$ cat config.mk
export PLATFORM = sky130hd
export DESIGN_NAME = bldc_hall_enc_emulator
export DESIGN_NICKNAME = d
export VERILOG_FILES = /design/src/rtl/bldc_hall_enc_emulator.sv
export SDC_FILE = /design/constraint.sdc
export NUM_CORES = 1
export LEC_CHECK = 0
export ABC_CLOCK_PERIOD_IN_PS = 3600
export CAP_MARGIN = 10
export CORE_MARGIN = 4
export CORE_UTILIZATION = 51
export CTS_CLUSTER_DIAMETER = 80
export DETAILED_ROUTE_END_ITERATION = 10
export PLACE_DENSITY = 0.78
export SLEW_MARGIN = 20
export SYNTH_ARGS = -nofsm -noshare
export SYNTH_HDL_FRONTEND = slang
export SYNTH_SLANG_ARGS = --single-unit
$ cat constraint.sdc
create_clock -name clk -period 3.6 [get_ports clk]
set_input_delay 0.9 -clock clk [delete_from_list [all_inputs] [get_ports clk]]
set_output_delay 0.9 -clock clk [all_outputs]
set_load 0.01 [all_outputs]
$ cat src/rtl/bldc_hall_enc_emulator.sv
// bldc_hall_enc_emulator
//   Emulates the sensors of a BLDC motor: a 6-step hall pattern and a
//   quadrature encoder advanced at a commanded rate and direction. It also
//   tracks the signed encoder position a downstream counter should read.
//   Fault modes override only the hall lines so that hall fault/disconnect
//   detection can be exercised.
// Ports
//   clk         system clock
//   reset_n     synchronous active-low reset
//   en          1 = running
//   dir         0 = forward, 1 = reverse
//   period      clk cycles per encoder state, 0 = halted
//   fault_mode  00 none, 01 hall=000, 10 hall=111, 11 hall frozen
//   hall        emulated hall lines (registered)
//   enc         emulated quadrature {A,B} (registered)
//   hall_strobe 1-cycle pulse on a hall index step
//   pos_count   signed encoder-state position, wraps mod 2^POS_WIDTH
module bldc_hall_enc_emulator #(
  parameter int unsigned PERIOD_WIDTH = 16,
  parameter int unsigned ENC_PER_HALL = 4,
  parameter int unsigned POS_WIDTH    = 15
) (
  input  logic                    clk,
  input  logic                    reset_n,
  input  logic                    en,
  input  logic                    dir,
  input  logic [PERIOD_WIDTH-1:0] period,
  input  logic [1:0]              fault_mode,
  output logic [2:0]              hall,
  output logic [1:0]              enc,
  output logic                    hall_strobe,
  output logic [POS_WIDTH-1:0]    pos_count
);

  localparam int unsigned SUB_W = (ENC_PER_HALL > 1) ? $clog2(ENC_PER_HALL) : 1;
  localparam logic [SUB_W-1:0] SUB_MAX = SUB_W'(ENC_PER_HALL - 1);

  typedef enum logic [1:0] {
    FLT_NONE   = 2'b00,
    FLT_LOW    = 2'b01,
    FLT_HIGH   = 2'b10,
    FLT_FREEZE = 2'b11
  } flt_e;

  logic [PERIOD_WIDTH-1:0] tick_cnt_q, tick_cnt_d;
  logic [SUB_W-1:0]        sub_q, sub_d;
  logic [2:0]              hall_idx_q, hall_idx_d;
  logic [1:0]              enc_idx_q, enc_idx_d;
  logic [2:0]              hall_q, hall_d;
  logic [1:0]              enc_q, enc_d;
  logic                    strobe_q, strobe_d;
  logic [POS_WIDTH-1:0]    pos_q, pos_d;
  logic                    run, tick;
  flt_e                    flt;

  function automatic logic [2:0] hall_code(input logic [2:0] idx);
    case (idx)
      3'd0:    hall_code = 3'b001;
      3'd1:    hall_code = 3'b011;
      3'd2:    hall_code = 3'b010;
      3'd3:    hall_code = 3'b110;
      3'd4:    hall_code = 3'b100;
      default: hall_code = 3'b101;
    endcase
  endfunction

  function automatic logic [1:0] gray_code(input logic [1:0] idx);
    case (idx)
      2'd0:    gray_code = 2'b00;
      2'd1:    gray_code = 2'b01;
      2'd2:    gray_code = 2'b11;
      default: gray_code = 2'b10;
    endcase
  endfunction

  always_comb begin
    run  = en && (period != '0);
    // >= rather than == so that shrinking period below tick_cnt ticks at once
    tick = run && (tick_cnt_q >= period - PERIOD_WIDTH'(1));
    flt  = flt_e'(fault_mode);

    tick_cnt_d = tick_cnt_q;
    sub_d      = sub_q;
    hall_idx_d = hall_idx_q;
    enc_idx_d  = enc_idx_q;
    pos_d      = pos_q;
    strobe_d   = 1'b0;

    if (!run || tick) tick_cnt_d = '0;
    else              tick_cnt_d = tick_cnt_q + PERIOD_WIDTH'(1);

    if (tick) begin
      if (!dir) begin
        enc_idx_d = enc_idx_q + 2'd1;
        pos_d     = pos_q + POS_WIDTH'(1);
        if (sub_q == SUB_MAX) begin
          sub_d      = '0;
          hall_idx_d = (hall_idx_q == 3'd5) ? 3'd0 : hall_idx_q + 3'd1;
          strobe_d   = 1'b1;
        end else begin
          sub_d = sub_q + SUB_W'(1);
        end
      end else begin
        enc_idx_d = enc_idx_q - 2'd1;
        pos_d     = pos_q - POS_WIDTH'(1);
        if (sub_q == '0) begin
          sub_d      = SUB_MAX;
          hall_idx_d = (hall_idx_q == 3'd0) ? 3'd5 : hall_idx_q - 3'd1;
          strobe_d   = 1'b1;
        end else begin
          sub_d = sub_q - SUB_W'(1);
        end
      end
    end

    enc_d = gray_code(enc_idx_d);

    // Freeze holds whatever hall shows when the mode is entered, then keeps it
    case (flt)
      FLT_LOW:    hall_d = 3'b000;
      FLT_HIGH:   hall_d = 3'b111;
      FLT_FREEZE: hall_d = hall_q;
      default:    hall_d = hall_code(hall_idx_d);
    endcase
  end

  always_ff @(posedge clk) begin
    if (!reset_n) begin
      tick_cnt_q <= '0;
      sub_q      <= '0;
      hall_idx_q <= '0;
      enc_idx_q  <= '0;
      hall_q     <= 3'b001;
      enc_q      <= 2'b00;
      strobe_q   <= 1'b0;
      pos_q      <= '0;
    end else begin
      tick_cnt_q <= tick_cnt_d;
      sub_q      <= sub_d;
      hall_idx_q <= hall_idx_d;
      enc_idx_q  <= enc_idx_d;
      hall_q     <= hall_d;
      enc_q      <= enc_d;
      strobe_q   <= strobe_d;
      pos_q      <= pos_d;
    end
  end

  assign hall        = hall_q;
  assign enc         = enc_q;
  assign hall_strobe = strobe_q;
  assign pos_count   = pos_q;

endmodule

Yosys cells after proc, flatten, opt, wreduce, memory -nomap -nowiden

Cells that the tools add are included.
W data, S select, Z words.

Bits in registers: 44
Input bits: 22
Output and inout bits: 21
Word-level logic and storage cells: 60

Add/sub/neg operators: 10
Order comparisons: 1
Eq/ne operators: 11
Muxes and demuxes: 18
Bitwise logic cells: 1
Reductions and logical operators: 11

Operators with widths:

| kind                    | number |
|---|---|
| $mux W3                 | 6 |
| $add A16 B1 Y16 const B | 1 |
| $ge A16 B16 Y1          | 1 |
| $reduce_bool A16 Y1     | 1 |
| $sub A16 B1 Y16 const B | 1 |
| $add A15 B1 Y15 const B | 1 |
| $mux W15                | 1 |
| $pmux W3 S5             | 1 |
| $sub A15 B1 Y15 const B | 1 |
| $mux W2                 | 5 |
| $pmux W3 S3             | 1 |
| $eq A2 B2 Y1 const B    | 4 |
| $eq A3 B2 Y1 const B    | 2 |
| $eq A3 B3 Y1 const B    | 2 |
| $logic_not A3 Y1        | 2 |
| $pmux W2 S3             | 1 |
| $add A2 B1 Y2 const B   | 2 |
| $eq A2 B1 Y1 const B    | 2 |
| $logic_not A2 Y1        | 2 |
| $sub A2 B1 Y2 const B   | 2 |
| $add A3 B1 Y3 const B   | 1 |
| $eq A3 B1 Y1 const B    | 1 |
| $mux W1                 | 3 |
| $sub A3 B1 Y3 const B   | 1 |
| 6 further kinds         | 7 |

Longest topological paths before layout

Depth in word-level cells: 8
Depth in mapped cells: 18
Mapped depth without buffers: 17

Least setup slack after synthesis

Ideal clock, no wire load.

Kind: in2reg
Start: in period[0]
End: reg enc_q[0], in the netlist enc[0]
Library setup time: 0.115 ns
Arrival: 3.704 ns
Required time: 3.485 ns
Setup slack: -0.219 ns
Cell stages on the path: 17
Cells stage by stage: inv_1 ha_1 nor3b_2 nand2_1 nor4_1 xnor2_1 ha_1 o21ai_0 o21ai_1 a221o_1 a31oi_4 nand2b_4 buf_6 nor2_1 xor2_1 ha_1 and2_1

Cells in the longest elaborated chain, start to end: 6

Ends and longest elaborated chain:

| item                                                          | line   | source |
|---|---|---|
| start, declared                                               | 27     | `input logic [PERIOD_WIDTH-1:0] period,` |
| $sub A16 B1 Y16 / $reduce_bool A16 Y1 (equally long branches) | 79, 77 |  |
| $ge A16 B16 Y1 / $logic_and A1 B1 Y1 (equally long branches)  | 79, 77 |  |
| $logic_and A1 B1 Y1 *                                         | 79     | `tick = run && (tick_cnt_q >= period - PERIOD_WIDTH'(1));` |
| $mux W2 *                                                     | 92     | `if (tick) begin` |
| via enc_idx_d[1]                                              | 48     | `logic [1:0] enc_idx_q, enc_idx_d;` |
| $eq A2 B2 Y1 (tied with other cells)                          | 68     | `case (idx)` |
| $pmux W2 S3 *                                                 | 68     |  |
| via enc_d[0]                                                  | 50     | `logic [1:0] enc_q, enc_d;` |
| end signal, assigned                                          | 143    | `enc_q <= enc_d;` |
| end, declared                                                 | 50     |  |

Mark *: on every way through the listed nets, which the timed path passes. The rest lies on a longest branch.
A chain may end at the register's enable or synchronous reset.

Final worst setup path

Start: in period[1]
End: reg enc_q[0], in the netlist enc[0]

The elaborated chain is that of the path after synthesis.

==> run metrics <==
area inside the core boundary=6100 um^2; dominant combinational cell family by area after synthesis=simple AND/OR/NAND/NOR gates; via count of the first global-routing pass=2,984; Min-Delay Startpoint=hall[1]; count of different cell masters after synthesis=58; mux cell area share after synthesis=0.0335; number of clock buffers inserted by TritonCTS=5; end point of the most critical hold path=hall[1]; post-route antenna net violation count=0; fin crit share=0.989; type of the setup path with the least slack=primary input to flip-flop; R2R cell count=12; Seq cells post-synth=44; DPL Wire Length=5710 um; synthesized-area fraction occupied by xor and xnor cells=0.115; portion of the post-synthesis area used by sequential elements=0.268; placer congestion estimate=0.840; vertical extent of the die=88.3 um; Synth Area in Compound Gates=0.173; final slew viol count=0; commonest register cell after synthesis=sky130_fd_sc_hd__dfxtp_1; drt pass-1 iters=4; effective utilization at floorplan=0.539; startpoint types=primary input; slew at the pin closest to its max-slew limit=0.564 ns; r2r startpoint=tick_cnt_q[6]; I/O Buffers=42; asr flop ratio synth=0; kind of path behind the tightest hold check=flip-flop to flip-flop; most common cell after layout, fill and taps aside=sky130_fd_sc_hd__buf_4; unrepaired setup endpoints after global routing=yes; clock insertion delay at the later pin of the skew report=0.31 ns; wire length of the first global-routing pass=12,900 um; Top-Level Pins=43; global routing usage summed across all routing layers=0.204; CTS tree=yes; hold-fix buffers at CTS=0; maximum fanout count along the critical path=3; register-to-register setup slack=1.10 ns; largest net degree at the start of global routing=21; VDD IR-drop max=0.200 mV; residual DRC count=0; normalized max-slew margin=0.621; row cnt=28; Critical Path Slowest Stage Cell=sky130_fd_sc_hd__a221o_1; endpoint of the lowest-slack register-to-register path=enc[0]; average cell area after synthesis=8.14 um^2; hold path depth=2; outcome=finished clean; final global-route overflow total=0; Clock Path Buffers=2; number of nets in the final layout=564; cell area after synthesis=3290 um^2; # H-tree levels=2; final setup fails=0; Top delay family on crit path=compound AO/OA/AOI/OAI gates; critical path data required time=3.80 ns; via count normalized by instance count=5.48; routed wirelength normalized by instance count=13.8 um; total routed wirelength=7980 um; max capacitance violation total=0; cell type with the largest total area after synthesis=sky130_fd_sc_hd__dfxtp_1; sort of element at the end of the critical path=flip-flop; arrival time worst endpoint=3.76 ns; Layout Cells excl Fill=579; Area Growth Syn to Fin=37.3%; Synthesized Nets=465; routed vias=3,173; number of DRC markers in iteration 0=122; Crit path largest cell delay=0.35 ns; fill cell count=448; count of endpoints failing hold in the final timing report=0; most frequent cells in the layout=57 x sky130_fd_sc_hd__buf_4, 51 x sky130_fd_sc_hd__nor2_1, 44 x sky130_fd_sc_hd__dfxtp_1; ordered cell list for the critical path=buf_8, inv_4, ha_4, nor3b_4, buf_4, nand3_4, nor2_4, xnor2_2, ha_1, o21ai_2, a21oi_2, a221o_1, a31oi_4, buf_4, nor2_4, xnor2_2, inv_1, ha_1, and2_1; clock edge transition at the registers on the reported setup and hold paths=0.08 ns; number of warning messages in the yosys log=0; Min Clock Period, post-route=3.56 ns; Antenna Cells=0; fraction of final layout cells sized beyond drive strength 1=0.220; antenna violations before repair=0; Final Core Density=0.741; area share of the leading cell type in the synthesized netlist=0.268; master cell of the clock root buffer=sky130_fd_sc_hd__clkbuf_8; basic-gate share of the synthesized area counting and, or, nand and nor cells=0.214; timing-limited maximum frequency=281 MHz; horizontal die dimension=88.3 um; clock sink total=44; Total Neg Setup Slack=0 ns; post-synthesis cell count=404; buffer and inverter count on the worst path=5; number of enable-type register cells in the synthesized netlist=0; hold_ws=0.484 ns; Setup Skew=0.0118 ns; Leak=0.00186 uW; share of synthesized cell area in full adder, half adder and majority cells=0.151; power density over cell area=243 nW/um^2; main area contributors after synthesis=sky130_fd_sc_hd__dfxtp_1 27%, sky130_fd_sc_hd__ha_1 14%, sky130_fd_sc_hd__xnor2_1 6.9%; floorplan die area=7790 um^2; post-placement cell count=555
==> how the worst max path moves through the flow <==
stage | slack (ns) | endpoint | startpoint | depth (start not counted)
floorplan | -0.13 | enc[0] | period[0] | 17
global placement | -0.54 | enc[0] | period[0] | 17
detailed placement | -0.72 | enc[0] | period[0] | 17
CTS | 0.003 | enc[1] | period[6] | 18
global route | -0.1 | enc[0] | period[6] | 18
finish | 0.04 | enc[0] | period[1] | 19
==> state kept, by name, summed over array words and instances, names as in the netlist <==
register and cells:
enc_idx_q 2, hall_idx_q 3, hall 3, pos_count 15, sub_q 2, hall_strobe 1
tick_cnt_q 16, enc 2
==> final cells by class <==
class                   instances  area, um^2  share of cell area
clock buffers                   7        96.3              0.0213
repair buffers                102         867               0.192
inverters                      24        95.1              0.0211
clock inverters                 1        30.0             0.00665
flip-flops and latches         44         881               0.195
well taps                      75        93.8              0.0208
multi-input cells             326        2450               0.543
==> metrics by stage <==
stage                     setup slack (ns)  power, uW  area, um^2
final                               0.0380       1100        4510
after global routing               -0.0957       1150        4510
after global placement              -0.545        666        4110
after CTS                          0.00312       1090        4380
after detailed placement            -0.723        672        4110
after floorplan                     -0.134        588        3330
==> report_power, final <==
group	internal [uW]	switching, uW
Clock	245	172
Combinational	93.0	93.7
Sequential	490	2.48
Total	828	268
==> timing repair <==
item                                   in CTS  in global routing
endpoints found under the hold margin       0                  0
resized for setup                          44                 31
setup endpoints to repair                  43                 26
setup buffers                              11                  5
pin swaps                                  21                 25
==> cell usage after synthesis (all sizes together) (7+ instances only) <==
| master | n |
|---|---|
| nor2 | 55 |
| dfxtp | 44 |
| ha | 38 |
| nand2 | 37 |
| a21oi | 26 |
| xnor2 | 26 |
| inv | 23 |
| o21ai | 19 |
| xor2 | 17 |
| nand3 | 12 |
| mux2i | 11 |
| nor3 | 10 |
| a211oi | 8 |
| buf | 7 |
==> cell families after synthesis <==
| group | Yosys count |
|---|---|
| muxes | 11 |
| adders and majority gates | 39 |
| and+or+nand+nor | 147 |
| DFF | 44 |
| buffers and inverters | 34 |
| xor gates and xnor gates | 43 |
| AOI/OAI and AO/OA | 86 |
==> tightest hold or removal path: stages (launching register included) <==
cell	delay [ns]
sky130_fd_sc_hd__dfxtp_1	0.31
sky130_fd_sc_hd__nand3_1	0.07
sky130_fd_sc_hd__o21ai_1	0.06
==> per-layer routing <==
| layer | vias to the layer above | global-route usage | share of wire |
|---|---|---|---|
| met5 | - | 0 | 0 |
| met4 | 0 | 0.0879 | 0.033 |
| met3 | 21 | 0.0372 | 0.035 |
| met2 | 72 | 0.370 | 0.50 |
| met1 | 1461 | 0.234 | 0.43 |
| li1 | 1619 | - | - |
Power figures use the tool's default switching activity.
